[config.mk]
export PLATFORM = sky130hd
export DESIGN_NAME = priority_arbiter_ctrl
export DESIGN_NICKNAME = d
export VERILOG_FILES = /design/src/rtl/priority_arbiter_ctrl.sv
export SDC_FILE = /design/constraint.sdc
export NUM_CORES = 1
export LEC_CHECK = 0
export ABC_AREA = 1
export CAP_MARGIN = 30
export CORE_MARGIN = 1.5
export CORE_UTILIZATION = 56
export DETAILED_ROUTE_END_ITERATION = 10
export HOLD_SLACK_MARGIN = 0.03
export PLACE_DENSITY = 0.86
export SYNTH_ARGS = -nofsm -noshare
export SYNTH_HDL_FRONTEND = slang
export SYNTH_SLANG_ARGS = --single-unit
[constraint.sdc]
create_clock -name clk -period 4.02 [get_ports clk]
set_input_delay 0.804 -clock clk [delete_from_list [all_inputs] [get_ports clk]]
set_output_delay 0.804 -clock clk [all_outputs]
set_load 0.02 [all_outputs]
[src/rtl/priority_arbiter_ctrl.sv]
// rtl/priority_arbiter_ctrl.sv - 16-way fixed/round-robin arbiter with hold timeout and release gap
module priority_arbiter_ctrl #(
    parameter logic [7:0] HOLD_MAX = 8'd200
) (
    input  logic        clk,
    input  logic        rst,
    input  logic [15:0] req,
    input  logic        mode,
    input  logic        done,
    output logic        grant_valid,
    output logic [15:0] grant_onehot,
    output logic [7:0]  grant_code,
    output logic        timeout,
    output logic        busy
);

    typedef enum logic [1:0] {
        ST_IDLE    = 2'd0,
        ST_GRANT   = 2'd1,
        ST_RELEASE = 2'd2
    } state_t;

    state_t      state, state_n;
    logic [3:0]  ptr, ptr_n;
    logic [7:0]  hold_cnt, hold_n;
    logic [3:0]  grant_id, id_n;
    logic        valid_n, timeout_n, busy_n;
    logic [15:0] onehot_n;
    logic [7:0]  code_n;

    logic [3:0]  fixed_win, rr_win, winner;
    logic        rr_found;
    logic        hold_at_max, owner_req, release_now;

    // Fixed priority: the last set bit seen in an ascending scan is the highest index.
    always_comb begin
        fixed_win = 4'd0;
        for (int i = 0; i < 16; i++) begin
            if (req[i]) begin
                fixed_win = 4'(i);
            end
        end
    end

    // Round-robin: first set bit at or after ptr, wrapping through 15 back to 0.
    always_comb begin
        logic [3:0] idx;
        rr_win   = ptr;
        rr_found = 1'b0;
        for (int i = 0; i < 16; i++) begin
            idx = ptr + 4'(i);
            if (!rr_found && req[idx]) begin
                rr_win   = idx;
                rr_found = 1'b1;
            end
        end
    end

    assign winner      = mode ? rr_win : fixed_win;
    assign hold_at_max = (hold_cnt == HOLD_MAX);
    assign owner_req   = req[grant_id];
    assign release_now = done || !owner_req || hold_at_max;

    always_comb begin
        state_n   = state;
        ptr_n     = ptr;
        hold_n    = hold_cnt;
        id_n      = grant_id;
        valid_n   = 1'b0;
        onehot_n  = 16'h0000;
        code_n    = 8'hF0;
        timeout_n = 1'b0;
        busy_n    = 1'b0;
        case (state)
            ST_IDLE: begin
                if (req != 16'h0000) begin
                    state_n  = ST_GRANT;
                    id_n     = winner;
                    hold_n   = 8'd1;
                    valid_n  = 1'b1;
                    onehot_n = 16'h0001 << winner;
                    code_n   = {4'b0000, winner};
                    busy_n   = 1'b1;
                end
            end
            ST_GRANT: begin
                busy_n = 1'b1;
                if (release_now) begin
                    state_n   = ST_RELEASE;
                    // A timeout is only flagged when nothing else explains the release.
                    timeout_n = hold_at_max && !done && owner_req;
                end else begin
                    hold_n   = hold_cnt + 8'd1;
                    valid_n  = 1'b1;
                    onehot_n = 16'h0001 << grant_id;
                    code_n   = {4'b0000, grant_id};
                end
            end
            ST_RELEASE: begin
                state_n = ST_IDLE;
                ptr_n   = grant_id + 4'd1;
            end
            default: begin
                state_n = ST_IDLE;
            end
        endcase
    end

    always_ff @(posedge clk) begin
        if (rst) begin
            state        <= ST_IDLE;
            ptr          <= 4'd0;
            hold_cnt     <= 8'd0;
            grant_id     <= 4'd0;
            grant_valid  <= 1'b0;
            grant_onehot <= 16'h0000;
            grant_code   <= 8'hF0;
            timeout      <= 1'b0;
            busy         <= 1'b0;
        end else begin
            state        <= state_n;
            ptr          <= ptr_n;
            hold_cnt     <= hold_n;
            grant_id     <= id_n;
            grant_valid  <= valid_n;
            grant_onehot <= onehot_n;
            grant_code   <= code_n;
            timeout      <= timeout_n;
            busy         <= busy_n;
        end
    end

endmodule
==> results of run 1 <==
==> layer usage <==
layer	wire length [um]	part of all wire
met1	5694	0.42
met2	6045	0.45
met3	1360	0.10
met4	312	0.023
met5	0	0
==> cell usage after synthesis (all sizes together) <==
library cell  number
a211oi             2
a21oi             57
a221oi             1
a31oi              2
buf               12
clkbuf            11
dfxtp             42
ha                15
inv              100
nand2            202
nand3            126
nand3b             2
nand4             16
nor2              46
nor3               7
nor3b              2
nor4               3
o211ai             1
o21a               1
o21ai             33
o21bai             1
o22ai              2
o311ai             1
or2                1
xor2               7
==> final timing paths <==
kind	startpoint	to	slack, ps	depth (start not counted)
max	req[6]	grant_onehot[10]	210	22
min	hold_cnt[7]	hold_cnt[7]	470	1
max reg2reg	ptr[2]	grant_onehot[10]	230	22
min reg2reg	hold_cnt[7]	hold_cnt[7]	470	1
==> cells by family (layout without fill, tap and decap cells) <==
kind of cell    after synthesis  count (layout)  synth area share
fa+ha+maj                    15              15           0.04632
buf+inv                     123             195            0.1235
flops                        42              42            0.2075
xor+xnor                      7               7           0.01884
simple gates                405             405            0.4673
compound gates              101             101            0.1365
==> area by class of cell <==
class                           count  area [um^2]  area share
Clock buffer                        5        68.82     0.01364
Clock inverter                      3        68.82     0.01364
Sequential cell                    42        840.8      0.1667
Tap cell                           96        120.1     0.02382
Timing Repair Buffer               87        802.0      0.1590
Inverter                          100        379.1     0.07517
Multi-Input combinational cell    528         2764      0.5480
==> power by group <==
group | internal [mW] | total [mW] | switching [mW] | leakage (nW)
clock | 0.249 | 0.399 | 0.150 | 0.0683
sequential | 0.458 | 0.501 | 0.0434 | 0.343
combinational | 0.426 | 1.24 | 0.819 | 2.05
total | 1.13 | 2.15 | 1.01 | 2.46
==> through the flow <==
stage               power (mW)  area [um^2]  std cells  setup WS [ps]  utilization
floorplan                1.301         4051        693          498.1            -
finish                   2.145         5044        861          209.6       0.7303
global placement         1.642         4770        847          10.34       0.6906
CTS                      2.065         4907        855          111.3       0.7105
global route             2.300         5044        861         -15.50       0.7303
detailed placement       1.663         4770        847         -40.59       0.6906
==> flip-flops by register name, indices dropped and copies added, names as in the netlist <==
name          flops
grant_valid       1
busy              1
state             2
grant_onehot     16
ptr               4
grant_id          4
grant_code        5
timeout           1
hold_cnt          8
==> cell usage in the layout (no fill, tap or decap), types with 13 or more instances in the layout <==
cell               n
o21ai_0           26
inv_2             13
nor2_1            36
clkdlybuf4s50_1   34
nand2_1          185
dfxtp_1           42
nand4_1           14
a21oi_1           51
inv_1             86
buf_4             40
ha_1              15
nand3_1          121
==> what timing repair did <==
| action | in CTS | in global routing |
|---|---|---|
| resized for setup | 0 | 28 |
| buffers inserted | 0 | 6 |
| hold endpoints to repair | 0 | 0 |
| setup endpoints to repair | 0 | 20 |
==> impl_metrics.yaml, run 1 <==
logic_synthesis:
  yosys_warnings: 0
  seq_area_frac_synth: 0.2075
  synth_area_um2: 4051
  avgSynthCellArea_um2: 5.846
  yosys-top-cells-area: "dfxtp_1, nand2_1, nand3_1, inv_1, a21oi_1"
  netlist_instances: 693
  synth_nets: 728
  yosysTopAreaCell: "dfxtp_1"
  synth_top_area_frac: 0.2075
  synth_cell_types: 40
  ys_ff_latch: 42
global_route:
  grt_pass1_wl_um: 21850
  grt_pass1_vias: 4601
  antenna_found_initial: 0
  grt-ovfl-total: 0
  grt_usage: 0.3621
  met2_usage: 0.5593
  grt-busiest-layer: "met2"
  met1_usage: 0.5026
  grt_max_degree: 26
  grtUsageMet3: 0.09048
route:
  viasPerCell: 5.672
  via_count: 4884
  wl_per_cell_um: 15.58
  drt_iter0_markers: 441
  wirelength_um: 13410
  ant_nets: 0
  first_pass_iters: 8
  drc: 0
clock_network:
  root_buffer: "clkbuf_8"
  clk_latency_ps: 300
  cts.clk_slew.worst_paths_ps: 80
  clock_sinks: 42
  cts_hold_buffers: 0
  cts_tree: "yes"
  cts_buffer_depth: 2
  cts_buffers: 5
  ctsHtreeMaxLevel: 2
die:
  chipHeight_um: 88.06
  dieWidth_um: 88.06
  io_pins: 47
  row_count: 30
  die_area_um2: 7754
  core_area_um2: 6907
  start_util: 0.5866
run:
  cap_violations: 0
timing:
  worst_pin_slew_ps: 721.4
  clock_skew_ps: 5.623
  min_period_over_period: 0.9479
  finalSetupTns_ps: 0
  setup_violations: 0
  max_freq_mhz: 262.4
  slew_viol_final: 0
  maxSlewHeadroom: 0.5173
  finalHoldWorstSlack_ps: 465.6
  post-route-min-period_ps: 3810
  hold_viol_final: 0
cells_and_area:
  antenna_cells: 0
  drive_above_1_share: 0.1412
  nets: 799
  fillers: 616
  area_growth_pct: 24.49
critical_path:
  max_stage_delay_ps: 460
  cp_slowest_cell: "clkdlybuf4s50_1"
  end_kind: "flip-flop"
  crit_chain: "clkdlybuf4s50_1 > nand2_1 > nand3_1 > nand3_1 > nand3_1 > nand2_2 > nand4_4 > nor2_4 > nand4_4 > nor2_4 > nand3_2 > nor2_4 > nand4_1 > nand3_1 > nand2_1 > nand3_1 > nand2_2 > inv_2 > nand3_2 > nor2_4 > nand4_1 > a21oi_2"
  critPathMaxFanout: 6
  cp_data_arrival_time_ps: 4040
  crit_top_cell: "nand3_1"
  cp.required_ps: 4250
  worstSetupStartpointType: "primary input"
  cp_num_buf_inv: 2
  critical_path_class: "in2reg"
  cp_top_family: "simple AND/OR/NAND/NOR gates"
power:
  peakVddDrop_mv: 0.2763
  p_leak_nw: 2.458
  power.density_nw_per_um2: 425.4
worst_hold_path:
  holdCritPathClass: "reg2reg"
place:
  port_buffers: 46
  gp_congestion: 1.031
  place.detailed.hpwl_um: 10190
run_status:
  status: "completed"
No activity file was read; power rests on OpenSTA's default activity.
==> run 2: changes to the inputs <==
Settings changed: GPL_TIMING_DRIVEN set to 0.
==> run 2 against run 1 <==
  * Combinational power is essentially flat
  * Total power shrank 5.7%
  * Via count grew 2.6%
  * Clock power shrank 27%
  * Sequential power shrank 3%
==> impl_metrics.yaml, run 2 (synthesis gave the netlist of run 1 again) <==
timing:
  clock_skew_ps: 4.319
  post-route-min-period_ps: 3845
  slew_viol_final: 0
  maxSlewHeadroom: 0.5702
  hold_viol_final: 0
  max_freq_mhz: 260.1
  worst_pin_slew_ps: 642.4
  setup_violations: 0
  min_period_over_period: 0.9564
  setup_ws_ps: 175.3
cells_and_area:
  top_regs: "grant_onehot (16), hold_cnt (8), grant_code (5)"
  antenna_cells: 0
  multi_input_area_um2: 2860
  fillers: 577
  drive_above_1_share: 0.1442
  mostFrequentLayoutCell: "nand2_1"
  mostFrequentLayoutCells: "nand2_1, nand3_1, inv_1"
  area_growth_pct: 24.09
  nets: 790
  seqCellArea_um2: 849.6
  largest_register: "grant_onehot"
  largest_reg_flops: 16
clock_network:
  root_buffer: "clkbuf_8"
  cts.clk_slew.worst_paths_ps: 80
  clk_latency_ps: 300
  clock_sinks: 42
  cts_tree: "yes"
  cts_buffers: 5
  cts_buffer_depth: 2
  ctsHtreeMaxLevel: 2
  cts_hold_buffers: 0
worst_hold_path:
  holdCritPathClass: "reg2reg"
critical_path:
  cp_slowest_cell: "o21ai_1"
  crit_chain: "buf_6 > inv_2 > buf_4 > ha_4 > inv_2 > nand3_1 > nand2_1 > o21ai_1 > nand4_4 > nor2_4 > nand3_2 > nor2_4 > nand4_1 > nand3_1 > nand2_1 > nand3_1 > nand2_2 > inv_2 > nand3_2 > nor2_2 > nand4_1 > a21oi_1"
  cp_data_arrival_time_ps: 4080
  worstSetupStartpointType: "flip-flop"
  critPathMaxFanout: 12
  max_stage_delay_ps: 450
  end_kind: "flip-flop"
  critical_path_class: "reg2reg"
  cp.required_ps: 4250
route:
  wirelength_um: 13040
  wl_per_cell_um: 15.31
  viasPerCell: 5.883
  via_count: 5012
  drt_iter0_markers: 565
  ant_nets: 0
  drc: 0
  first_pass_iters: 5
global_route:
  grt_max_degree: 14
  grt_pass1_vias: 4199
  grt_pass1_wl_um: 19870
  grt-ovfl-total: 0
  grt_usage: 0.3256
  antenna_found_initial: 0
place:
  place.detailed.hpwl_um: 9547
  pre_cts_ws_ps: -260.7
  gp_congestion: 1.057
  port_buffers: 45
power:
  peakVddDrop_mv: 0.2791
  p_leak_nw: 2.425
  power.density_nw_per_um2: 402.4
  total_power_mw: 2.023
die:
  dieWidth_um: 88.06
  io_pins: 47
  core_area_um2: 6907
  start_util: 0.5866
  chipHeight_um: 88.06
  die_area_um2: 7754
  row_count: 30
run:
  cap_violations: 0
run_status:
  status: "completed"
-- run 2: changes by cell type in the layout (fill, tap and decap cells not counted), moves of 3 or more --
| cell | delta |
|---|---|
| dlymetal6s2s_1 | +4 |
| a21oi_1 | -3 |
| nand3_1 | -6 |
| dfxtp_1 | -3 |
| clkdlybuf4s50_1 | -5 |
| buf_4 | -22 |
| clkbuf_1 | +9 |
| nand3_2 | +6 |
-- run 2: repair_timing --
action,in CTS,in global routing
pin swaps,0,9
endpoints found under the setup margin,22,22
gates cloned,0,0
buffers inserted,0,11
resized for setup,5,71
-- run 2: worst max-delay path: cells and delay by family (launching register included) --
family	cells	cell delay (ps)
DFF	1	360
buffers and inverters	5	590
AOI/OAI and AO/OA	2	590
adders and majority gates	1	330
and+or+nand+nor	14	1880
-- run 2: path summary, 6_finish.rpt --
| kind | from | cells after the start | end | slack, ps |
|---|---|---|---|---|
| min reg2reg | hold_cnt[7] | 1 | hold_cnt[7] | 480 |
| max | ptr[2] | 22 | grant_onehot[10] | 180 |
| max reg2reg | ptr[2] | 22 | grant_onehot[10] | 180 |
| min | hold_cnt[7] | 1 | hold_cnt[7] | 480 |
-- run 2: per-stage QoR --
stage	cell area (um^2)	hold WS, ps	setup TNS, ps	utilization	instances
final	5027	478.8	0	0.7279	852
after detailed placement	4622	465.2	-4334	0.6692	834
after CTS	4725	477.1	0	0.6841	842
after global routing	5027	507.8	-783.4	0.7279	852
after global placement	4622	444.1	-2510	0.6692	834
after floorplan	4051	427.5	0	-	693
-- run 2: report_power, final --
| group | total [mW] | internal (mW) | leakage [nW] | switching (mW) |
|---|---|---|---|---|
| clock | 0.290 | 0.138 | 0.0472 | 0.152 |
| sequential | 0.486 | 0.459 | 0.345 | 0.0276 |
| combinational | 1.25 | 0.403 | 2.03 | 0.844 |
-- run 2: area by class of cell --
| class | count | share of cell area |
|---|---|---|
| well taps | 96 | 0.02389 |
| flip-flops and latches | 42 | 0.1690 |
| plain buffers | 22 | 0.02962 |
| repair buffers | 56 | 0.1140 |
| inverters | 100 | 0.07566 |
| clock inverters | 2 | 0.002489 |
| multi-input cells | 528 | 0.5689 |
| clock buffers | 6 | 0.01643 |
-- run 2: routing by layer --
metal | vias up | GRT usage | share of wire
met3 | 40 | 0.07917 | 0.12
li1 | 2389 | - | -
met4 | 0 | 0.1037 | 0.024
met5 | - | 0 | 0
met2 | 333 | 0.4990 | 0.44
met1 | 2250 | 0.4496 | 0.42
